## src/rtl/spm_pkg.sv

```systemverilog
// spm_pkg: opcodes, FSM state encoding and field-width helpers shared by the SPM core
package spm_pkg;
  localparam logic [3:0] OP_NOP = 4'h0;
  localparam logic [3:0] OP_ADD = 4'h1;
  localparam logic [3:0] OP_SUB = 4'h2;
  localparam logic [3:0] OP_AND = 4'h3;
  localparam logic [3:0] OP_NOT = 4'h4;
  localparam logic [3:0] OP_RD  = 4'h5;
  localparam logic [3:0] OP_WR  = 4'h6;
  localparam logic [3:0] OP_BR  = 4'h7;
  localparam logic [3:0] OP_BRZ = 4'h8;
  localparam logic [3:0] OP_RD2 = 4'h9;
  localparam logic [3:0] OP_BRC = 4'hA;
  typedef enum logic [3:0] {
    S_IDLE,
    S_FETCH,
    S_DECODE,
    S_EXEC,
    S_OPND,
    S_AGEN,
    S_DATA,
    S_WRITE,
    S_BR2,
    S_HALT
  } state_e;
  function automatic int reg_bits(input int num_regs);
    return (num_regs < 2) ? 1 : $clog2(num_regs);
  endfunction
  function automatic bit word_size_ok(input int word_size, input int num_regs);
    return (num_regs >= 2) && ((num_regs & (num_regs - 1)) == 0) &&
           (4 + 2 * reg_bits(num_regs) <= word_size);
  endfunction
endpackage

```

## src/rtl/spm_regfile.sv

```systemverilog
// spm_regfile: NUM_REGS x WORD_SIZE registers, two async read ports, one sync write port, async clear
module spm_regfile
  import spm_pkg::*;
#(
  parameter int WORD_SIZE = 8,
  parameter int NUM_REGS = 4,
  localparam int RB = reg_bits(NUM_REGS)
) (
  input  logic                 clk,
  input  logic                 rst,
  input  logic [RB-1:0]        ra0,
  input  logic [RB-1:0]        ra1,
  output logic [WORD_SIZE-1:0] rd0,
  output logic [WORD_SIZE-1:0] rd1,
  input  logic                 we,
  input  logic [RB-1:0]        wa,
  input  logic [WORD_SIZE-1:0] wd
);
  logic [NUM_REGS-1:0][WORD_SIZE-1:0] regs_q, regs_d;
  always_comb begin
    regs_d = regs_q;
    if (we) regs_d[wa] = wd;
  end
  always_ff @(posedge clk or negedge rst)
    if (!rst) regs_q <= '0;
    else regs_q <= regs_d;
  assign rd0 = regs_q[ra0];
  assign rd1 = regs_q[ra1];
endmodule

```

## src/rtl/spm_core_param.sv

```systemverilog
// spm_core_param: multicycle SPM core (FSM, PC, IR, regfile, ALU, flags) with a req/ready memory port.
// Define SPM_CARRY_EN to add the C flag, the BRC opcode and the carry_flag output.
module spm_core_param
  import spm_pkg::*;
#(
  parameter int WORD_SIZE = 8,
  parameter int NUM_REGS = 4,
  parameter logic [WORD_SIZE-1:0] RESET_PC = '0
) (
  input  logic                 clk,
  input  logic                 rst,
  output logic                 mem_req,
  output logic                 mem_we,
  output logic [WORD_SIZE-1:0] mem_addr,
  output logic [WORD_SIZE-1:0] mem_wdata,
  input  logic [WORD_SIZE-1:0] mem_rdata,
  input  logic                 mem_ready,
  output logic [WORD_SIZE-1:0] pc,
  output logic                 zero_flag,
  output logic                 instr_done,
  output logic                 halted
`ifdef SPM_CARRY_EN
  ,
  output logic                 carry_flag
`endif
);
  localparam int W = WORD_SIZE;
  localparam int RB = reg_bits(NUM_REGS);
`ifdef SPM_CARRY_EN
  localparam int AW = W + 1;
`else
  localparam int AW = W;
`endif
  if (!word_size_ok(WORD_SIZE, NUM_REGS)) begin : g_bad_cfg
    $error("spm_core_param: NUM_REGS must be a power of 2 >= 2 with 4+2*clog2(NUM_REGS) <= WORD_SIZE");
  end
  state_e state_q, state_d;
  logic [W-1:0] pc_q, pc_d, ir_q, ir_d, a_q, a_d, y_q, y_d;
  logic z_q, z_d;
  logic [3:0] opc;
  logic [RB-1:0] src, dst;
  logic [W-1:0] r_src, r_dst, rf_wdata;
  logic rf_we, done, is_bc, br_take;
  logic [AW-1:0] alu;
  assign opc = ir_q[W-1 -: 4];
  assign src = ir_q[2*RB-1 -: RB];
  assign dst = ir_q[RB-1:0];
  assign alu = opc == OP_ADD ? AW'(r_dst) + AW'(y_q) :
               opc == OP_SUB ? AW'(r_dst) - AW'(y_q) : AW'(r_dst & y_q);
`ifdef SPM_CARRY_EN
  logic c_q, c_d;
  assign is_bc = opc == OP_BRZ || opc == OP_BRC;
  assign br_take = opc == OP_BRC ? c_q : z_q;
  // ADD/SUB leave carry/borrow in the top ALU bit; AND and NOT clear it
  assign c_d = state_q == S_EXEC ? alu[W] : (state_q == S_DECODE && opc == OP_NOT) ? 1'b0 : c_q;
  always_ff @(posedge clk or negedge rst)
    if (!rst) c_q <= 1'b0;
    else c_q <= c_d;
  assign carry_flag = c_q;
`else
  assign is_bc = opc == OP_BRZ;
  assign br_take = z_q;
`endif
  spm_regfile #(.WORD_SIZE(W), .NUM_REGS(NUM_REGS)) u_rf (
    .clk(clk),
    .rst(rst),
    .ra0(src),
    .ra1(dst),
    .rd0(r_src),
    .rd1(r_dst),
    .we(rf_we),
    .wa(dst),
    .wd(rf_wdata)
  );
  always_comb begin
    state_d = state_q;
    pc_d = pc_q;
    ir_d = ir_q;
    a_d = a_q;
    y_d = y_q;
    z_d = z_q;
    rf_we = 1'b0;
    rf_wdata = alu[W-1:0];
    done = 1'b0;
    case (state_q)
      S_IDLE: state_d = S_FETCH;
      S_FETCH:
        if (mem_ready) begin
          ir_d = mem_rdata;
          pc_d = pc_q + W'(1);
          state_d = S_DECODE;
        end
      S_DECODE:
        case (opc)
          OP_NOP: begin
            done = 1'b1;
            state_d = S_FETCH;
          end
          OP_ADD, OP_SUB, OP_AND: begin
            y_d = r_src;
            state_d = S_EXEC;
          end
          OP_NOT: begin
            rf_we = 1'b1;
            rf_wdata = ~r_src;
            z_d = &r_src;
            done = 1'b1;
            state_d = S_FETCH;
          end
          OP_RD, OP_RD2, OP_WR, OP_BR: state_d = S_OPND;
          default:
            if (is_bc) begin
              // not-taken conditional branch skips its operand word
              pc_d = br_take ? pc_q : pc_q + W'(1);
              done = !br_take;
              state_d = br_take ? S_OPND : S_FETCH;
            end else begin
              state_d = S_HALT;
            end
        endcase
      S_EXEC: begin
        rf_we = 1'b1;
        z_d = ~|alu[W-1:0];
        done = 1'b1;
        state_d = S_FETCH;
      end
      S_OPND:
        if (mem_ready) begin
          a_d = mem_rdata;
          pc_d = pc_q + W'(1);
          state_d = opc == OP_RD ? S_DATA : opc == OP_RD2 ? S_AGEN : opc == OP_WR ? S_WRITE : S_BR2;
        end
      S_AGEN: begin
        a_d = a_q + r_src;
        state_d = S_DATA;
      end
      S_DATA:
        if (mem_ready) begin
          rf_we = 1'b1;
          rf_wdata = mem_rdata;
          done = 1'b1;
          state_d = S_FETCH;
        end
      S_WRITE:
        if (mem_ready) begin
          done = 1'b1;
          state_d = S_FETCH;
        end
      S_BR2:
        if (mem_ready) begin
          pc_d = mem_rdata;
          done = 1'b1;
          state_d = S_FETCH;
        end
      default: state_d = S_HALT;
    endcase
  end
  always_ff @(posedge clk or negedge rst)
    if (!rst) begin
      state_q <= S_IDLE;
      pc_q <= RESET_PC;
      ir_q <= '0;
      a_q <= '0;
      y_q <= '0;
      z_q <= 1'b0;
    end else begin
      state_q <= state_d;
      pc_q <= pc_d;
      ir_q <= ir_d;
      a_q <= a_d;
      y_q <= y_d;
      z_q <= z_d;
    end
  // request and address decode straight from state so reset drops mem_req immediately
  assign mem_req = state_q inside {S_FETCH, S_OPND, S_DATA, S_WRITE, S_BR2};
  assign mem_we = state_q == S_WRITE;
  assign mem_addr = (state_q inside {S_FETCH, S_OPND}) ? pc_q :
                    (state_q inside {S_DATA, S_WRITE, S_BR2}) ? a_q : '0;
  assign mem_wdata = mem_we ? r_src : '0;
  assign pc = pc_q;
  assign zero_flag = z_q;
  assign instr_done = done;
  assign halted = state_q == S_HALT;
endmodule

```

## config.mk

```make
export PLATFORM = sky130hd
export DESIGN_NAME = spm_core_param
export DESIGN_NICKNAME = d
export VERILOG_FILES = /design/src/rtl/spm_pkg.sv /design/src/rtl/spm_regfile.sv /design/src/rtl/spm_core_param.sv
export SDC_FILE = /design/constraint.sdc
export NUM_CORES = 1
export LEC_CHECK = 0
export CAP_MARGIN = 20
export CORE_UTILIZATION = 60
export DETAILED_ROUTE_END_ITERATION = 10
export GPL_TIMING_DRIVEN = 0
export PLACE_DENSITY = 0.82
export SLEW_MARGIN = 30
export SYNTH_ARGS = -nofsm -noshare
export SYNTH_HDL_FRONTEND = slang
export SYNTH_SLANG_ARGS = --single-unit
```

## constraint.sdc

```tcl
create_clock -name clk -period 10.55 [get_ports clk]
set_clock_uncertainty 0.15 [all_clocks]
set_input_delay 2.11 -clock clk [delete_from_list [all_inputs] [get_ports clk]]
set_output_delay 2.11 -clock clk [all_outputs]
set_load 0.01 [all_outputs]
```

==> Word-level counts from Yosys, hierarchy flattened <==
Cells that the tools add are included.
{ "totals": {"out_inout_bits": 29, "input_bits": 11, "word_cells": 113, "regBits": 69} }
{ "op_classes": {"n_addsub": 4, "eq_ne": 27, "n_lt_le_gt_ge": 3, "bitwise": 2, "n_reduce_logical": 27, "mux": 40} }
{ "op_table": {"columns": ["op", "count"], "rows": [
  ["8-bit two-way mux", 15],
  ["8-bit binary-select mux with 2-bit select", 2],
  ["32-bit bitwise mux", 1],
  ["4-bit by 3-bit equality test with 1-bit output (second input constant)", 8],
  ["8-bit case mux with 2 select lines", 2],
  ["4-bit two-way mux", 7],
  ["4-bit case mux with 6 select lines", 1],
  ["8-bit case mux with 3 select lines", 1],
  ["8-bit adder", 2],
  ["8-bit demux with 2-bit select", 1],
  ["4-bit by 2-bit equality test with 1-bit output (second input constant)", 4],
  ["4-bit equality test (second input constant)", 4],
  ["2-bit inequality test (second input constant)", 7],
  ["4-bit case mux with 3 select lines", 1],
  ["9-bit OR reduction", 1],
  ["8-bit by 1-bit adder with 8-bit output (second input constant)", 1],
  ["8-bit bitwise AND", 1],
  ["4-bit by 1-bit equality test with 1-bit output (second input constant)", 2],
  ["4-bit logical NOT", 2],
  ["8-bit inverter", 1],
  ["2-bit AND reduction", 4],
  ["8-bit AND reduction", 1],
  ["8-bit OR reduction", 1],
  ["8-bit subtractor", 1],
  ["other kinds (18)", 32]
]} }

==> Longest topological paths before layout <==
{ "logic_depth": {"depth_word": 8, "depth_mapped": 12, "ltp_nobuf": 11} }

==> By module <==
Synthesis repeated with hierarchy kept, for this count alone.
{ "hier_totals": {"cells_unflattened": 526, "hier_area_um2": 5136.2} }
{ "by_module_without_submodules": {"columns": ["mod", "cells_each", "seq_area_each_um2", "area_per_inst_um2", "instances"], "rows": [
  ["spm_core_param", 438, 925.9, 3545.9, 1],
  ["spm_regfile", 88, 800.8, 1590.3, 1]
]} }

==> Worst setup path before layout <==
Ideal clock, no wire load.
{ "synth_path": {"path_type": "input port to output port", "from": "in mem_ready", "to": "out instr_done", "path_buffers": 2, "arrival_time_ps": 2908, "path_slack_ps": 5382, "required_ps": 8290, "path_stages": 5, "path_cell_list": "buf_2 -> clkbuf_1 -> mux2i_1 -> nor3_1 -> a221o_1"} }
{ "synth_via": {"elab_chain_len": 2} }
{ "synth_lines": {"columns": ["item", "line_no", "text"], "rows": [
  ["start, declared", "spm_core_param.sv:17", "input logic mem_ready,"],
  ["1-bit two-way mux", "spm_core_param.sv:138, spm_core_param.sv:145, spm_core_param.sv:150", null],
  ["1-bit case mux with 3 select lines", "spm_core_param.sv:85", "case (state_q)"],
  ["end, declared", "spm_core_param.sv:20", "output logic instr_done,"]
]} }
Every way passes these cells.

==> Worst setup path in the final report <==
Ends and elaborated chain as after synthesis.

==> out/qor.txt <==
detailed-route via count - 4994
Final ANT Viol Nets - 0
H-tree levels - 3
sequential share of the synthesized area - 33.2%
largest area contributor in the netlist - dfrtp_1
EDFF count, synth - 0
post-CTS setup buffer count - 0
max_cap viols - 0
Pleak - 2.50 nW
full die area - 0.00905 mm2
switching power - 1.11 mW
total global-route track usage - 35.3%
slew margin rel. - 46.2%
IO buf count - 38
WP data arrival - 3.59 ns
Synth cell types - 72
synthesized area - 0.00521 mm2
post-DP HPWL - 11000 um
DR DRC count - 0
first-pass GRT wire length - 23900 um
Avg Cell Area, Syn - 8.84 um2
drt via density - 6.68
status - finished, final reports clean
Critical R2R Capture - u_rf.regs_q[13]
combinational power share - 67.1%
Worst Tran Pin Value - 0.804 ns
Pint - 1.19 mW
number of instances in the placed design - 733
Final Util - 71.9%
clk slew on worst S/H paths - 0.07 ns
CTS Root Cell - clkbuf_8
Worst-Skew Late Latency - 0.36 ns
CTS tree - built
drt pass-1 iters - 5
Finished Layout Cells - 748
post-synthesis compound-gate area fraction - 22.9%
WHS Endpoint - u_rf.regs_q[2]
critical path class - in2out
Initial Util - 62.7%
clock share of power - 10.7%
grt ovf - 0
placer congestion estimate - 0.866
FF+latch area - 0.00173 mm2
Ports - 40
most common flop cell mapped by yosys - dfrtp_1
drt wl/cell - 20.0 um
YS warnings - 0
Seq pwr share - 22.2%
clock sink total - 69
Pwr Density - 384 mW/mm2
class of the worst hold path - reg2reg
# hold bufs at CTS - 0
switch share - 48.3%
min-delay src - u_rf.regs_q[2]
multiplexer share of the synthesized area - 11.2%
Resize count post-CTS - 0
share of cells above drive strength 1 - 11.5%
fin crit share - 55.5%
Synth async-reset ratio - 100%
xor/xnor share of the synthesized area - 2.02%
reg2reg path depth - 10
site row count - 33
Die Y - 95.2 um
post-synthesis adder-cell area fraction - 7.16%
final WL - 14900 um
Fill cells - 628
Net Count, Synth - 628
Critical R2R Launch - ir_q[0]
n_diodes - 0
CP required - 8.29 ns
Setup crit end kind - primary output
largest net degree at the start of global routing - 52
dominant cells by area after synthesis - dfrtp_1, mux4_2, a21oi_1
clk buf depth - 2
register bit count reported by yosys - 69
f_max - 171 MHz
R2R Setup Slk - 6.29 ns
Iter 0 DRT Violations - 366
Layout Nets - 678
initial antenna violation count - 0
crit-path max FO - 10
main combinational cell family by area after synthesis - compound AO/OA/AOI/OAI gates
RSZ-0062 raised after global routing - no
core area - 0.00830 mm2
final setup fails - 0
Setup TNS - 0 ns
Hold Path Stages - 2
fin. max-slew vios - 0
Area Growth Syn to Fin - 14.7%
crit path launch type - input port
simple-gate portion of the synthesized area - 19.1%
Multi-input gate area - 0.00325 mm2
Syn Inst Count - 589
Hold Fails Final Rpt - 0
Final Critical Period - 5.85 ns
Worst VDD drop - 0.246 mV
vias in the first global route - 4676
CTS Buf Count - 9
Yosys top cell area share - 33.2%
Die W - 95.2 um
==> worst max-delay path, cell delays in order <==
cell	delay, ns
buf_2	0.15
clkbuf_1	0.35
mux2i_1	0.13
nor3_1	0.15
a221o_1	0.15
clkdlybuf4s50_1	0.54
==> metal layers <==
metal / track usage (%) / share of wire [%] / up-vias
li1: - / - / 2269
met4: 12.6 / 2.5 / 0
met3: 5.58 / 7.4 / 47
met1: 48.8 / 42 / 2458
met2: 56.3 / 48 / 220
met5: 0 / 0 / -
==> final cells by class <==
cell class	count	share of cell area (%)
Buffer	37	2.60
Timing Repair Buffer	39	6.79
Tap cell	105	2.20
Inverter	21	1.32
Clock inverter	5	1.42
Clock buffer	10	2.31
Sequential cell	69	28.9
Multi-Input combinational cell	462	54.4
==> flip-flops by register name (all words and copies together), names as in the netlist <==
name         flops
ir_q             8
state_q          4
pc               8
u_rf.regs_q     32
a_q              8
zero_flag        1
y_q              8
==> cells in the mapped netlist (all sizes together), types with 13 or more instances <==
library cell and instances:
a21oi 68, nor2 56, o21ai 48, nand2 62
nor2b 13, clkbuf 23, buf 14, mux2 14
ha 25, inv 20, mux4 16, dfrtp 69
and3 13
==> cells in the final DEF (no fill, tap or decap), types with 3 or more instances in the layout <==
| master | netlist | layout |
|---|---|---|
| nand3_1 | 12 | 12 |
| nor2b_1 | 13 | 13 |
| a211oi_1 | 5 | 5 |
| mux4_2 | 16 | 16 |
| nor2_1 | 55 | 55 |
| o22ai_1 | 8 | 8 |
| clkdlybuf4s50_1 | 0 | 37 |
| mux2_2 | 13 | 13 |
| nand2b_1 | 6 | 6 |
| ha_1 | 25 | 25 |
| mux2i_1 | 6 | 6 |
| fa_1 | 3 | 3 |
| nor3_1 | 9 | 9 |
| o31ai_1 | 4 | 4 |
| xor2_1 | 7 | 7 |
| buf_2 | 10 | 10 |
| nand4_1 | 4 | 4 |
| o21ai_1 | 6 | 6 |
| a2bb2oi_1 | 3 | 3 |
| xnor2_1 | 5 | 5 |
| dfrtp_1 | 69 | 69 |
| inv_1 | 20 | 20 |
| a221oi_1 | 5 | 5 |
| a22oi_1 | 12 | 12 |
| o21ai_0 | 42 | 42 |
| buf_1 | 3 | 3 |
| a31oi_1 | 8 | 8 |
| nand2_1 | 62 | 62 |
| clkbuf_8 | 0 | 10 |
| a21oi_1 | 67 | 67 |
| nor3b_2 | 2 | 3 |
| a21o_1 | 3 | 3 |
| and3_1 | 13 | 13 |
| clkbuf_1 | 23 | 23 |
==> power by group through the flow <==
stage / clock network (mW) / registers (mW) / logic, mW
after floorplan: 0 / 0.482 / 1.10
after global placement: 0 / 0.497 / 1.45
after detailed placement: 0 / 0.510 / 1.50
after CTS: 0.249 / 0.505 / 1.51
after global routing: 0.259 / 0.525 / 1.69
final: 0.246 / 0.509 / 1.54
==> kinds of logic (layout without fill, tap and decap cells) <==
| family | count (synthesis) | count (layout) |
|---|---|---|
| AOI/OAI and AO/OA | 192 | 192 |
| xor gates and xnor gates | 12 | 12 |
| adders and majority gates | 28 | 28 |
| buffers and inverters | 58 | 112 |
| DFF | 69 | 69 |
| muxes | 36 | 36 |
| and+or+nand+nor | 194 | 194 |
==> metrics by stage <==
| step | cell area, um2 | setup slack, ns | hold WS [ns] | power (mW) |
|---|---|---|---|---|
| 6_report | 5970 | 4.70 | 0.369 | 2.30 |
| 3_3_place_gp | 5720 | 4.71 | 0.332 | 1.95 |
| 4_1_cts | 5970 | 4.70 | 0.371 | 2.27 |
| 3_5_place_dp | 5740 | 4.72 | 0.353 | 2.01 |
| 5_1_grt | 5970 | 4.61 | 0.417 | 2.47 |
| 2_1_floorplan | 5210 | 5.38 | 0.318 | 1.58 |
==> worst max path at each step <==
stage	to	cells past startpoint	from	slack [ns]
2_1_floorplan	instr_done	5	mem_ready	5.38
5_1_grt	instr_done	6	mem_ready	4.61
3_5_place_dp	instr_done	6	mem_ready	4.72
6_report	instr_done	6	mem_ready	4.70
4_1_cts	instr_done	6	mem_ready	4.70
3_3_place_gp	instr_done	6	mem_ready	4.71
(Power assumes the default switching activity.)
